<file path="src/rtl/uart_port_pkg.sv">
// Shared types and constants for the CPLD UART port controller.
// Holds the FSM state encoding, default timing constants and FIFO count sizing.
package uart_port_pkg;

  typedef enum logic [2:0] {
    IDLE    = 3'd0,
    RD_REQ  = 3'd1,
    RD_STB  = 3'd2,
    WR_REQ  = 3'd3,
    WR_STB  = 3'd4,
    WR_REL  = 3'd5,
    WR_TBRE = 3'd6,
    WR_TSRE = 3'd7
  } uart_state_t;

  localparam int DEFAULT_PULSE_CYC   = 2;
  localparam int DEFAULT_TIMEOUT_CYC = 1024;

  // Occupancy counters need one extra bit so "full" is distinguishable from "empty".
  function automatic int count_w(input int depth);
    return $clog2(depth) + 1;
  endfunction

endpackage

</file>
<file path="src/rtl/uart_port_ctrl_if.sv">
// CPU-side character streams of the UART port controller, plus status and error flag.
// Both streams are valid/ready: a transfer happens in any cycle where valid and ready are both 1;
// valid never waits on ready, and ready reflects only FIFO fullness (tx) or the consumer (rx).
interface uart_port_ctrl_if #(
  parameter int DATA_W   = 16,
  parameter int RX_DEPTH = 4,
  parameter int TX_DEPTH = 4
);
  import uart_port_pkg::*;

  localparam int RX_CW = count_w(RX_DEPTH);
  localparam int TX_CW = count_w(TX_DEPTH);

  logic              tx_valid;
  logic [DATA_W-1:0] tx_data;
  logic              tx_ready;
  logic              rx_valid;
  logic [DATA_W-1:0] rx_data;
  logic              rx_ready;
  logic [RX_CW-1:0]  rx_count;
  logic [TX_CW-1:0]  tx_count;
  logic              tx_err;
  logic              err_clr;

  modport master (
    output tx_valid, tx_data, rx_ready, err_clr,
    input  tx_ready, rx_valid, rx_data, rx_count, tx_count, tx_err
  );

  modport slave (
    input  tx_valid, tx_data, rx_ready, err_clr,
    output tx_ready, rx_valid, rx_data, rx_count, tx_count, tx_err
  );

endinterface

</file>
<file path="src/rtl/uart_port_ctrl_sync_fifo.sv">
// Single-clock FIFO with occupancy count; push is dropped when full, pop ignored when empty.
// DEPTH must be a power of two so the pointers wrap naturally.
module sync_fifo import uart_port_pkg::*; #(
  parameter int WIDTH = 8,
  parameter int DEPTH = 4
) (
  input  logic                      clk,
  input  logic                      rst,
  input  logic                      push,
  input  logic [WIDTH-1:0]          din,
  input  logic                      pop,
  output logic [WIDTH-1:0]          dout,
  output logic                      full,
  output logic                      empty,
  output logic [count_w(DEPTH)-1:0] count
);

  localparam int AW = $clog2(DEPTH);
  localparam int CW = count_w(DEPTH);

  logic [WIDTH-1:0] mem [DEPTH];
  logic [AW-1:0]    wr_ptr;
  logic [AW-1:0]    rd_ptr;
  logic             do_push;
  logic             do_pop;

  assign full    = (count == CW'(DEPTH));
  assign empty   = (count == '0);
  assign do_push = push && !full;
  assign do_pop  = pop && !empty;
  assign dout    = mem[rd_ptr];

  always_ff @(posedge clk) begin
    if (rst) begin
      wr_ptr <= '0;
      rd_ptr <= '0;
      count  <= '0;
    end else begin
      if (do_push) wr_ptr <= wr_ptr + 1'b1;
      if (do_pop)  rd_ptr <= rd_ptr + 1'b1;
      case ({do_push, do_pop})
        2'b10:   count <= count + 1'b1;
        2'b01:   count <= count - 1'b1;
        default: count <= count;
      endcase
    end
  end

  always_ff @(posedge clk) begin
    if (do_push) mem[wr_ptr] <= din;
  end

endmodule

</file>
<file path="src/rtl/uart_port_ctrl.sv">
// Controller for the CPLD UART sharing Ram1Data: buffers characters in FIFOs, arbitrates
// for the bus via req/gnt, generates rdn/wrn strobes and times out stalled transmissions.
module uart_port_ctrl import uart_port_pkg::*; #(
  parameter int DATA_W      = 16,
  parameter int CHAR_W      = 8,
  parameter int RX_DEPTH    = 4,
  parameter int TX_DEPTH    = 4,
  parameter int PULSE_CYC   = DEFAULT_PULSE_CYC,
  parameter int TIMEOUT_CYC = DEFAULT_TIMEOUT_CYC
) (
  input  logic               clk,
  input  logic               rst,
  uart_port_ctrl_if.slave    cpu,
  output logic               bus_req,
  input  logic               bus_gnt,
  output logic               bus_oe,
  output logic [DATA_W-1:0]  bus_dout,
  input  logic [DATA_W-1:0]  bus_din,
  output logic               rdn,
  output logic               wrn,
  input  logic               data_ready,
  input  logic               tbre,
  input  logic               tsre,
  output uart_state_t        state_dbg
);

  localparam int CNT_MAX = (TIMEOUT_CYC > PULSE_CYC) ? TIMEOUT_CYC : PULSE_CYC;
  localparam int CNT_W   = $clog2(CNT_MAX + 1);
  localparam logic [CNT_W-1:0] PULSE_LAST = CNT_W'(PULSE_CYC - 1);
  localparam logic [CNT_W-1:0] TMO_LAST   = CNT_W'(TIMEOUT_CYC - 1);

  uart_state_t       state, next_state;
  logic [CNT_W-1:0]  cyc_cnt;
  logic              rx_push, rx_full, rx_empty;
  logic              tx_pop, tx_full, tx_empty;
  logic              tmo_hit;
  logic              tx_err_q;
  logic [CHAR_W-1:0] rx_head, tx_head;
  logic              unused_hi;

  sync_fifo #(.WIDTH(CHAR_W), .DEPTH(RX_DEPTH)) u_rx_fifo (
    .clk   (clk),
    .rst   (rst),
    .push  (rx_push),
    .din   (bus_din[CHAR_W-1:0]),
    .pop   (cpu.rx_ready),
    .dout  (rx_head),
    .full  (rx_full),
    .empty (rx_empty),
    .count (cpu.rx_count)
  );

  sync_fifo #(.WIDTH(CHAR_W), .DEPTH(TX_DEPTH)) u_tx_fifo (
    .clk   (clk),
    .rst   (rst),
    .push  (cpu.tx_valid),
    .din   (cpu.tx_data[CHAR_W-1:0]),
    .pop   (tx_pop),
    .dout  (tx_head),
    .full  (tx_full),
    .empty (tx_empty),
    .count (cpu.tx_count)
  );

  assign cpu.tx_ready = !tx_full;
  assign cpu.rx_valid = !rx_empty;
  assign cpu.rx_data  = DATA_W'(rx_head);
  assign cpu.tx_err   = tx_err_q;
  assign state_dbg    = state;
  assign unused_hi    = ^{bus_din, cpu.tx_data};

  always_comb begin
    next_state = state;
    rx_push    = 1'b0;
    tx_pop     = 1'b0;
    tmo_hit    = 1'b0;
    case (state)
      IDLE: begin
        // Receive wins; a full rx FIFO leaves the character waiting in the UART.
        if (data_ready && !rx_full) next_state = RD_REQ;
        else if (!tx_empty)         next_state = WR_REQ;
      end
      RD_REQ: if (bus_gnt) next_state = RD_STB;
      RD_STB: begin
        if (cyc_cnt == PULSE_LAST) begin
          rx_push    = 1'b1;
          next_state = IDLE;
        end
      end
      WR_REQ: if (bus_gnt) next_state = WR_STB;
      WR_STB: begin
        tx_pop = (cyc_cnt == '0);
        if (cyc_cnt == PULSE_LAST) next_state = WR_REL;
      end
      WR_REL: next_state = WR_TBRE;
      WR_TBRE: begin
        if (tbre) next_state = WR_TSRE;
        else if (cyc_cnt >= TMO_LAST) begin
          tmo_hit    = 1'b1;
          next_state = IDLE;
        end
      end
      WR_TSRE: begin
        if (tsre) next_state = IDLE;
        else if (cyc_cnt >= TMO_LAST) begin
          tmo_hit    = 1'b1;
          next_state = IDLE;
        end
      end
      default: next_state = IDLE;
    endcase
  end

  // Strobes and bus controls are registered from next_state so they are glitch-free pins.
  always_ff @(posedge clk) begin
    if (rst) begin
      state    <= IDLE;
      cyc_cnt  <= '0;
      rdn      <= 1'b1;
      wrn      <= 1'b1;
      bus_req  <= 1'b0;
      bus_oe   <= 1'b0;
      bus_dout <= '0;
      tx_err_q <= 1'b0;
    end else begin
      state   <= next_state;
      rdn     <= (next_state != RD_STB);
      wrn     <= (next_state != WR_STB);
      bus_req <= next_state inside {RD_REQ, RD_STB, WR_REQ, WR_STB, WR_REL};
      bus_oe  <= next_state inside {WR_STB, WR_REL};
      // One counter times strobes and the whole tbre+tsre wait window.
      if (next_state != state && !(state == WR_TBRE && next_state == WR_TSRE))
        cyc_cnt <= '0;
      else
        cyc_cnt <= cyc_cnt + 1'b1;
      if (state == WR_REQ && bus_gnt) bus_dout <= DATA_W'(tx_head);
      if (tmo_hit)          tx_err_q <= 1'b1;
      else if (cpu.err_clr) tx_err_q <= 1'b0;
    end
  end

endmodule

</file>
<file path="src/flat_wrapper.sv">
// flat-port wrapper written by rule: the top's interface ports become plain ports
module uart_port_ctrl_flat import uart_port_pkg::*;
#(
  parameter int DATA_W      = 16,
  parameter int CHAR_W      = 8,
  parameter int RX_DEPTH    = 4,
  parameter int TX_DEPTH    = 4,
  parameter int PULSE_CYC   = DEFAULT_PULSE_CYC,
  parameter int TIMEOUT_CYC = DEFAULT_TIMEOUT_CYC
)
  (clk, rst, bus_req, bus_gnt, bus_oe, bus_dout, bus_din, rdn, wrn, data_ready, tbre, tsre, state_dbg, cpu_tx_valid, cpu_tx_data, cpu_rx_ready, cpu_err_clr, cpu_tx_ready, cpu_rx_valid, cpu_rx_data, cpu_rx_count, cpu_tx_count, cpu_tx_err);
  uart_port_ctrl_if #(.DATA_W(DATA_W), .RX_DEPTH(RX_DEPTH), .TX_DEPTH(TX_DEPTH)) cpu_i ();
  input  logic clk;
  input  logic rst;
  output logic bus_req;
  input  logic bus_gnt;
  output logic bus_oe;
  output logic [DATA_W-1:0] bus_dout;
  input  logic [DATA_W-1:0] bus_din;
  output logic rdn;
  output logic wrn;
  input  logic data_ready;
  input  logic tbre;
  input  logic tsre;
  output uart_state_t state_dbg;
  input wire logic [$bits(cpu_i.tx_valid)-1:0] cpu_tx_valid;
  input wire logic [$bits(cpu_i.tx_data)-1:0] cpu_tx_data;
  input wire logic [$bits(cpu_i.rx_ready)-1:0] cpu_rx_ready;
  input wire logic [$bits(cpu_i.err_clr)-1:0] cpu_err_clr;
  output wire logic [$bits(cpu_i.tx_ready)-1:0] cpu_tx_ready;
  output wire logic [$bits(cpu_i.rx_valid)-1:0] cpu_rx_valid;
  output wire logic [$bits(cpu_i.rx_data)-1:0] cpu_rx_data;
  output wire logic [$bits(cpu_i.rx_count)-1:0] cpu_rx_count;
  output wire logic [$bits(cpu_i.tx_count)-1:0] cpu_tx_count;
  output wire logic [$bits(cpu_i.tx_err)-1:0] cpu_tx_err;
  assign cpu_i.tx_valid = cpu_tx_valid;
  assign cpu_i.tx_data = cpu_tx_data;
  assign cpu_i.rx_ready = cpu_rx_ready;
  assign cpu_i.err_clr = cpu_err_clr;
  assign cpu_tx_ready = cpu_i.tx_ready;
  assign cpu_rx_valid = cpu_i.rx_valid;
  assign cpu_rx_data = cpu_i.rx_data;
  assign cpu_rx_count = cpu_i.rx_count;
  assign cpu_tx_count = cpu_i.tx_count;
  assign cpu_tx_err = cpu_i.tx_err;
  uart_port_ctrl #(.DATA_W(DATA_W), .CHAR_W(CHAR_W), .RX_DEPTH(RX_DEPTH), .TX_DEPTH(TX_DEPTH), .PULSE_CYC(PULSE_CYC), .TIMEOUT_CYC(TIMEOUT_CYC)) u_core (.clk(clk), .rst(rst), .cpu(cpu_i), .bus_req(bus_req), .bus_gnt(bus_gnt), .bus_oe(bus_oe), .bus_dout(bus_dout), .bus_din(bus_din), .rdn(rdn), .wrn(wrn), .data_ready(data_ready), .tbre(tbre), .tsre(tsre), .state_dbg(state_dbg));
endmodule
</file>
<file path="config.mk">
export PLATFORM = sky130hd
export DESIGN_NAME = uart_port_ctrl_flat
export DESIGN_NICKNAME = d
export VERILOG_FILES = /design/src/rtl/uart_port_pkg.sv /design/src/rtl/uart_port_ctrl_if.sv /design/src/rtl/uart_port_ctrl_sync_fifo.sv /design/src/rtl/uart_port_ctrl.sv /design/src/flat_wrapper.sv
export SDC_FILE = /design/constraint.sdc
export NUM_CORES = 1
export LEC_CHECK = 0
export BUFFER_PORTS_ARGS = -buffer_cell sky130_fd_sc_hd__buf_2
export CORE_UTILIZATION = 30
export DETAILED_ROUTE_END_ITERATION = 8
export GPL_TIMING_DRIVEN = 0
export HOLD_SLACK_MARGIN = 0.08
export PLACE_DENSITY_LB_ADDON = 0.25
export SETUP_SLACK_MARGIN = 0.3
export SLEW_MARGIN = 30
export SYNTH_ARGS = -nofsm -noshare
export SYNTH_HDL_FRONTEND = slang
export SYNTH_HIERARCHICAL = 1
export SYNTH_SLANG_ARGS = --single-unit
</file>
<file path="constraint.sdc">
create_clock -name clk -period 2.59 [get_ports clk]
set_input_delay 0.518 -clock clk [delete_from_list [all_inputs] [get_ports clk]]
set_output_delay 0.518 -clock clk [all_outputs]
set_load 0.03 [all_outputs]
</file>
# After elaboration in Yosys (flattened, before gate mapping)

Memory sizes are Yosys's and may differ from the RTL's. A register that Yosys moved wholly into a read port is not among the register bits.
Cells that the tools add are included.

Output and inout port bits: 48
Memory bits (read-only): 0
Word-level logic and storage cells: 98
Bits in registers: 33
Memories: 2
RAM bits: 64
Latch bits: 0

Memories:

| name                 | depth | width | read ports | clocked after Yosys merged registers in | write ports | RTL line                       | RTL |
|---|---|---|---|---|---|---|---|
| u_core.u_rx_fifo.mem | 4     | 8     | 1          | 1                                       | 1           | uart_port_ctrl_sync_fifo.sv:21 | `logic [WIDTH-1:0] mem [DEPTH];` |
| u_core.u_tx_fifo.mem | 4     | 8     | 1          | 1                                       | 1           | uart_port_ctrl_sync_fifo.sv:21 |  |

Magnitude comparators: 1
Div/mod/pow operators: 0
Muxes and demuxes: 27
$add $sub $neg: 9
$mul: 0
Reductions and logical operators: 23
Bitwise logic cells: 0
Shifts and indexed selects: 0
Eq/ne operators: 23

Operators by type and width:

| cell                    | count |
|---|---|
| $eq A3 B3 Y1 const B    | 9 |
| $mux W3                 | 9 |
| $pmux W3 S8             | 1 |
| $eq A3 B2 Y1 const B    | 4 |
| $mux W1                 | 12 |
| $pmux W3 S2             | 2 |
| $add A11 B1 Y11 const B | 1 |
| $eq A11 B1 Y1 const B   | 1 |
| $ge A11 B10 Y1 const B  | 1 |
| $logic_not A11 Y1       | 1 |
| $logic_not A3 Y1        | 3 |
| $add A2 B1 Y2 const B   | 4 |
| $logic_and A1 B1 Y1     | 8 |
| $reduce_bool A2 Y1      | 4 |
| $add A3 B1 Y3 const B   | 2 |
| $eq A3 B1 Y1 const B    | 2 |
| $sub A3 B1 Y3 const B   | 2 |
| $logic_not A1 Y1        | 5 |
| $reduce_bool A5 Y1      | 1 |
| $eq A2 B1 Y1 const B    | 2 |
| $eq A2 B2 Y1 const B    | 2 |
| $mux W2                 | 2 |
| $ne A3 B2 Y1 const B    | 1 |
| $ne A3 B3 Y1            | 1 |
| other kinds (3)         | 3 |

# Depth between registers and ports, before layout

Gate-level depths: netlist (run 1).

Depth after elaboration: 10
Gate-level depth with buffers: 13

# Cells and area by module

Netlist (run 1), hierarchy kept.

Modules (own cells, without submodules):

| module         | cells each | area an instance (sq um) | instances | sequential area each (sq um) |
|---|---|---|---|---|
| sync_fifo      | 96         | 1,630.3                  | 2         | 1,141.1 |
| uart_port_ctrl | 177        | 1,510.2                  | 1         | 540.5 |

# Worst setup path after synthesis (run 1)

OpenSTA, ideal clock, no wires.

Path kind: reg-to-reg
Start point: register u_core.state[0], in the netlist u_core/state_dbg[0]
End point: register u_core.u_tx_fifo.count[2]
Setup time: 0.070 ns
Data arrival time: 2.343 ns
Slack: 0.177 ns
Stages on the path, launching flop included: 13
Cells stage by stage: dfxtp_1 buf_2 nor2_1 nand2_1 nor3_1 o31ai_1 inv_1 ha_1 inv_1 fa_1 xor2_1 or3_1 a21oi_1

Longest elaborated chain between the ends: 5

RTL lines:

| item                                              | RTL line                       | RTL |
|---|---|---|
| start, declared                                   | uart_port_ctrl.sv:32           | `uart_state_t state, next_state;` |
| start signal, assigned                            | uart_port_ctrl.sv:126          | `state <= next_state;` |
| $eq A3 B3 Y1 (*)                                  | uart_port_ctrl.sv:77           | `case (state)` |
| $mux W1 (*)                                       | uart_port_ctrl.sv:77           |  |
| net u_core.tx_pop                                 | uart_port_ctrl.sv:35           | `logic tx_pop, tx_full, tx_empty;` |
| $logic_and A1 B1 Y1 (*)                           | uart_port_ctrl_sync_fifo.sv:30 | `assign do_pop = pop && !empty;` |
| net u_core.u_tx_fifo.do_pop                       | uart_port_ctrl_sync_fifo.sv:25 | `logic do_pop;` |
| $eq A2 B1 Y1 or $eq A2 B2 Y1 (tied branches)      | uart_port_ctrl_sync_fifo.sv:41 | `case ({do_push, do_pop})` |
| $pmux W3 S2 or $reduce_bool A2 Y1 (tied branches) | --                             |  |
| end signal, assigned                              | uart_port_ctrl_sync_fifo.sv:42 | `2'b10: count <= count + 1'b1;` |
| end signal, assigned                              | uart_port_ctrl_sync_fifo.sv:43 | `2'b01: count <= count - 1'b1;` |
| end signal, assigned                              | uart_port_ctrl_sync_fifo.sv:44 | `default: count <= count;` |
| end, declared                                     | uart_port_ctrl_sync_fifo.sv:15 | `output logic [count_w(DEPTH)-1:0] count` |

The timed path passes the listed nets; every way through them passes the cells marked *.
A chain may end at the register's enable or synchronous reset.

# Final worst setup path (run 1)

Start point: register u_core.state[1], in the netlist u_core/state_dbg[1]
End point: register u_core.u_tx_fifo.count[2]

Same word-level chain as after synthesis.

==> impl_metrics.json, run 1 <==
{
  "grt_pass1_wl_mm": 14.8,
  "cts_sinks": 109,
  "synth_edf_count": 64,
  "grt_pass1_vias": 2989,
  "clkPwrFrac_pct": 30.4,
  "period_needed_ns": 2.31,
  "cts_tree": "done",
  "p_per_area_nw_per_um2": 815,
  "dp_hpwl_mm": 6.49,
  "synth_top_area_share_pct": 40.3,
  "p_seq_share_pct": 41.5,
  "routedWlPerCell_um": 13.8,
  "htree_levels": 3,
  "ys.flop_type": "edfxtp_1",
  "maxCapViolCount": 0,
  "synth_cell_types": 50,
  "rows": 45,
  "diodes": 0,
  "status": "finished, final reports clean",
  "fmax_mhz": 432,
  "ys.warnings.count": 6,
  "drc": 0,
  "netlist_area_um2": 4770,
  "syn2layout_area_growth_pct": 25.1,
  "first_pass_iters": 4,
  "ys_seq_elements": 109,
  "switchingPower_mw": 1.53,
  "syn_avg_cell_area_um2": 12.9,
  "cts_buffer_depth": 2,
  "initialDrtViolationCount": 133,
  "p_int_mw": 3.34,
  "power_switching_share_pct": 31.4,
  "clkLatencyLatePin_ns": 0.36,
  "power.leakage_nw": 2.19,
  "globalplace.congestion": 0.831,
  "fin_ws_ns": 0.276,
  "wl_mm": 9.37,
  "fin_util_pct": 38.8,
  "async_flop_share_pct": 0,
  "io_pins": 89,
  "layout_common_cells": "edfxtp_1 (64), buf_2 (58), dfxtp_1 (36)",
  "clk_pin_slew_ns": 0.07,
  "post-route-period-util_pct": 89.3,
  "hp-class": "in2reg",
  "worst-path-buf-inv": 3,
  "final_max_slew_viol_count": 0,
  "numCtsBuffers": 9,
  "via_per_inst": 4.40,
  "power_frac_comb_pct": 28.1,
  "path_max_fanout": 10,
  "ir_worst_vdd_mv": 0.439,
  "cp_top_family": "simple AND/OR/NAND/NOR gates",
  "fin_skew_ns": 0.00526,
  "drive_gt1_share_pct": 37.7,
  "die_y_um": 128,
  "io_buffers": 56,
  "finalSetupViolations": 0,
  "dieArea_um2": 16400,
  "vias": 2995,
  "criticalPathCategory": "reg2reg",
  "grt_start_max_net_pins": 19,
  "yosysTopAreaCell": "edfxtp_1",
  "crit_arrival_ns": 2.60,
  "rsz0062_at_grt": "yes",
  "nNetsFinal": 521,
  "grtUsageTotal_pct": 12.0,
  "slew_headroom_pct": 60.4,
  "yosysSeqAreaShare_pct": 59.2,
  "clock-root-buffer": "clkbuf_16",
  "antenna_found_initial": 0,
  "cp_slowest_cell": "fa_2",
  "critical-path-max-stage-delay_ns": 0.33,
  "tightest_slew_ns": 0.591,
  "antenna_left": 0,
  "cts_hold_buf": 0,
  "preCtsSetupSlack_ns": 0.00204,
  "worst_setup_path_start_kind": "flip-flop",
  "die_w_um": 128,
  "syn_inst": 369,
  "finalHoldViolCount": 0,
  "setup_tns_ns": 0,
  "critPathRequiredTime_ns": 2.87,
  "final_common_cell": "edfxtp_1",
  "core_um2": 15400,
  "synth_area_leaders": "edfxtp_1 (40%), dfxtp_1 (19%), mux4_2 (7.6%)",
  "start_util_pct": 31.0,
  "cp-end-kind": "flip-flop",
  "path_cells": "buf_4 > nor2_4 > nand2_2 > nor3_4 > o31ai_2 > inv_1 > ha_4 > inv_2 > fa_2 > xor2_1 > or3_1 > a21oi_1",
  "gr-total-overflow": 0
}
state kept, by name, indices dropped and copies added (netlist names), 2 cells and up, named ones only:
signal,flops
u_core/u_rx_fifo/mem,32
u_core/u_tx_fifo/count,3
u_core/u_rx_fifo/wr_ptr,2
u_core/bus_dout,8
u_core/u_tx_fifo/mem,32
u_core/u_tx_fifo/wr_ptr,2
u_core/u_tx_fifo/rd_ptr,2
u_core/state_dbg,3
u_core/u_rx_fifo/rd_ptr,2
u_core/u_rx_fifo/count,3
u_core/cyc_cnt,11
metal layers:
metal  share of wire, %  GRT usage [%]  vias to the layer above
met5                  0              0                        -
met4                1.6           5.12                        0
met3                5.1           3.84                       14
met2                 50           20.8                       69
met1                 43           13.6                     1441
li1                   -              -                     1471
final cells by class:
type / instances / area (um2)
buffer: 30 / 210
timing repair buffer: 70 / 415
tap: 211 / 264
multi-input combinational: 221 / 1830
clock buffer: 9 / 225
sequential: 109 / 2840
inverter: 24 / 90.1
fill: 1499 / 9400
clock inverter: 7 / 97.6
cells in the mapped netlist, types with 3 or more instances:
cell      count
dfxtp_1      45
and3_1        3
edfxtp_1     64
and2_1        8
o31ai_1       5
nand2b_1      5
a21oi_1      20
buf_2         4
o21ai_0       7
or3_1         7
ha_1         13
mux4_2       16
nor3_2       12
buf_1         4
nor2_1       26
xnor2_1       7
xor2_1        9
buf_4        17
nor3_1        5
nand2_1      25
nand3_1       7
mux2i_1       3
inv_1        24
buf_6         3
worst reg2reg max path, cell delays in order (launching register included):
cell and delay [ns]:
dfxtp_2 0.32, buf_4 0.19, nor2_4 0.13, nand2_2 0.09
nor3_4 0.21, o31ai_2 0.11, inv_1 0.11, ha_4 0.14
inv_2 0.04, fa_2 0.33, xor2_1 0.15, or3_1 0.30
a21oi_1 0.12
power groups by stage:
stage | logic (mW) | registers (mW) | clock network [mW]
CTS | 1.23 | 2.02 | 1.53
global route | 1.49 | 2.03 | 1.58
global placement | 1.17 | 2.05 | 0
finish | 1.37 | 2.02 | 1.48
detailed placement | 1.19 | 2.06 | 0
floorplan | 0.808 | 2.15 | 0
worst paths after layout:
kind                            slack [ns]  depth (start not counted)                       startpoint                                endpoint
worst min-delay path                  0.37                          1                   cpu_tx_data[6]    u_core/u_tx_fifo/mem[3][6]$_DFFE_PP_
worst max register to register        0.28                         12   u_core/state_dbg[1]$_SDFF_PP0_  u_core/u_tx_fifo/count[2]$_SDFFE_PP0P_
worst max-delay path                  0.28                         12   u_core/state_dbg[1]$_SDFF_PP0_  u_core/u_tx_fifo/count[2]$_SDFFE_PP0P_
worst min register to register        0.46                          2  u_core/bus_dout[2]$_SDFFE_PP0P_         u_core/bus_dout[2]$_SDFFE_PP0P_
what timing repair did:
action / CTS / global route
buffers inserted: 11 / 2
gates cloned: 0 / 1
pin swaps: 7 / 11
setup endpoints to repair: 14 / 17
gates resized for setup: 8 / 33
kinds of logic (layout without fill, tap and decap cells):
logic type	after synthesis	after routing	synth area share (%)
XOR/XNOR	17	17	3.28
buffers and inverters	54	140	6.16
flip-flops	109	109	59.2
multiplexers	19	19	8.18
AO/OA/AOI/OAI	41	41	5.22
AND/OR/NAND/NOR	113	113	13.7
adder cells (fa/ha/maj)	15	15	4.25
other	1	16	0.0786
per-stage QoR:
step	area, um2	hold slack [ns]	cells	power [mW]
finish	5970	0.373	681	4.87
global placement	5400	0.452	651	3.23
global route	5970	0.365	681	5.11
floorplan	4850	0.459	384	2.96
detailed placement	5400	0.454	651	3.25
CTS	5830	0.359	678	4.78
Power figures use the tool's default switching activity.
==> run 2: changes to the inputs <==
--- a/config.mk
+++ b/config.mk
@@ -6,7 +6,10 @@
 export NUM_CORES = 1
 export LEC_CHECK = 0
 export BUFFER_PORTS_ARGS = -buffer_cell sky130_fd_sc_hd__buf_2
+export CELL_PAD_IN_SITES_DETAIL_PLACEMENT = 1
+export CELL_PAD_IN_SITES_GLOBAL_PLACEMENT = 2
 export CORE_UTILIZATION = 30
+export CTS_CLUSTER_DIAMETER = 80
 export DETAILED_ROUTE_END_ITERATION = 8
 export GPL_TIMING_DRIVEN = 0
 export HOLD_SLACK_MARGIN = 0.08
==> impl_metrics.json, run 2 (synthesis results as in run 1) <==
{
  "status": "finished, final reports clean",
  "criticalPathCategory": "reg2reg",
  "first_pass_iters": 4,
  "period_needed_ns": 2.36,
  "syn2layout_area_growth_pct": 22.4,
  "p_per_area_nw_per_um2": 790,
  "fin_skew_ns": 0.00507,
  "die_w_um": 128,
  "cp-end-kind": "flip-flop",
  "fmax_mhz": 424,
  "grt_start_max_net_pins": 20,
  "ir_worst_vdd_mv": 0.421,
  "nNetsFinal": 517,
  "numCtsBuffers": 9,
  "drc": 0,
  "reg.largest.list": "u_core/u_rx_fifo/mem (32), u_core/u_tx_fifo/mem (32), u_core/cyc_cnt (11)",
  "post-route-period-util_pct": 91.0,
  "power.leakage_nw": 2.14,
  "dieArea_um2": 16400,
  "worst_setup_path_start_kind": "flip-flop",
  "clkLatencyLatePin_ns": 0.35,
  "slew_headroom_pct": 59.1,
  "maxCapViolCount": 0,
  "initialDrtViolationCount": 101,
  "hp-class": "in2reg",
  "tightest_slew_ns": 0.611,
  "drive_gt1_share_pct": 36.7,
  "layout_common_cells": "edfxtp_1 (64), buf_2 (58), dfxtp_1 (37)",
  "io_buffers": 56,
  "finalSetupViolations": 0,
  "cts_hold_buf": 0,
  "path_cells": "nor4_4 > nand2_1 > nor3_4 > o31ai_4 > inv_1 > ha_2 > inv_2 > fa_2 > xor2_1 > or3_1 > a21oi_2",
  "htree_levels": 3,
  "die_y_um": 128,
  "clk_pin_slew_ns": 0.07,
  "diodes": 0,
  "core_um2": 15400,
  "globalplace.congestion": 0.839,
  "vias": 3027,
  "gr-total-overflow": 0,
  "routedWlPerCell_um": 14.7,
  "multiInputGateArea_um2": 1800,
  "dp_hpwl_mm": 7.10,
  "antenna_found_initial": 0,
  "grt_pass1_wl_mm": 15.9,
  "path_max_fanout": 2,
  "final_max_slew_viol_count": 0,
  "fillerInstances": 1656,
  "final_common_cell": "edfxtp_1",
  "io_pins": 89,
  "wl_mm": 9.96,
  "finalHoldViolCount": 0,
  "dp.cells": 651,
  "critical-path-max-stage-delay_ns": 0.36,
  "start_util_pct": 31.0,
  "fin_util_pct": 38.0,
  "grt_pass1_vias": 3025,
  "rows": 45,
  "crit_arrival_ns": 2.64,
  "clock-root-buffer": "clkbuf_16",
  "antenna_left": 0,
  "layout.cells.non_filler": 677,
  "critPathRequiredTime_ns": 2.87,
  "cp_slowest_cell": "dfxtp_4",
  "cts_tree": "done",
  "via_per_inst": 4.47,
  "cts_buffer_depth": 2,
  "rsz0062_at_grt": "yes",
  "cts_sinks": 109,
  "grtUsageTotal_pct": 13.0,
  "register_area_um2": 2840
}
run 2: stage by stage:
stage	cell area, um2	setup slack (ns)	setup TNS [ns]	total power, mW	hold slack, ns
after floorplan	4850	0.311	0	2.96	0.459
after detailed placement	5400	-0.0162	-0.0162	3.28	0.450
after global placement	5400	0.00366	0	3.25	0.444
final	5840	0.234	0	4.61	0.379
after global routing	5840	0.0756	0	4.86	0.353
after CTS	5790	0.217	0	4.68	0.355
run 2: worst paths after layout:
check,from,end,slack (ns),depth (start not counted)
setup / recovery,u_core/cyc_cnt[5]$_SDFF_PP0_,u_core/u_tx_fifo/count[2]$_SDFFE_PP0P_,0.23,11
hold / removal,cpu_tx_data[6],u_core/u_tx_fifo/mem[1][6]$_DFFE_PP_,0.38,1
setup reg to reg,u_core/cyc_cnt[5]$_SDFF_PP0_,u_core/u_tx_fifo/count[2]$_SDFFE_PP0P_,0.23,11
hold reg to reg,u_core/bus_dout[4]$_SDFFE_PP0P_,u_core/bus_dout[4]$_SDFFE_PP0P_,0.46,2
run 2: repair_timing:
| item | in CTS | in global routing |
|---|---|---|
| setup buffers | 7 | 3 |
| pin swaps | 6 | 5 |
| gates resized for setup | 13 | 15 |
| endpoints found under the setup margin | 38 | 54 |
run 2: layout make-up:
type / instances / share of cell area [%]
clock inverter: 7 / 0.986
buffer: 30 / 3.60
multi-input combinational: 221 / 30.8
tap: 211 / 4.52
sequential: 109 / 48.6
timing repair buffer: 66 / 6.09
inverter: 24 / 1.54
clock buffer: 9 / 3.86
run 2: report_power, final:
group / switching, mW / internal, mW / leakage [nW] / total, mW
clock: 0.645 / 0.666 / 0.136 / 1.31
combinational: 0.795 / 0.475 / 1.05 / 1.27
sequential: 0.0823 / 1.95 / 0.950 / 2.03
total: 1.52 / 3.09 / 2.14 / 4.61
run 2: per-layer routing:
layer  GRT usage, %  up-vias  routed length, um
li1               -     1467                  -
met1           15.8     1493               4520
met2           21.5       55               4880
met3           4.42       12                457
met4           4.36        0                105
met5              0        -                  0
run 2: worst max-delay path: cells and delay by family (launching register included):
kind	cells	cell delay, ns
and+or+nand+nor	4	0.93
buffers and inverters	2	0.11
DFF	1	0.36
adders and majority gates	2	0.50
AOI/OAI and AO/OA	2	0.23
xor gates and xnor gates	1	0.15
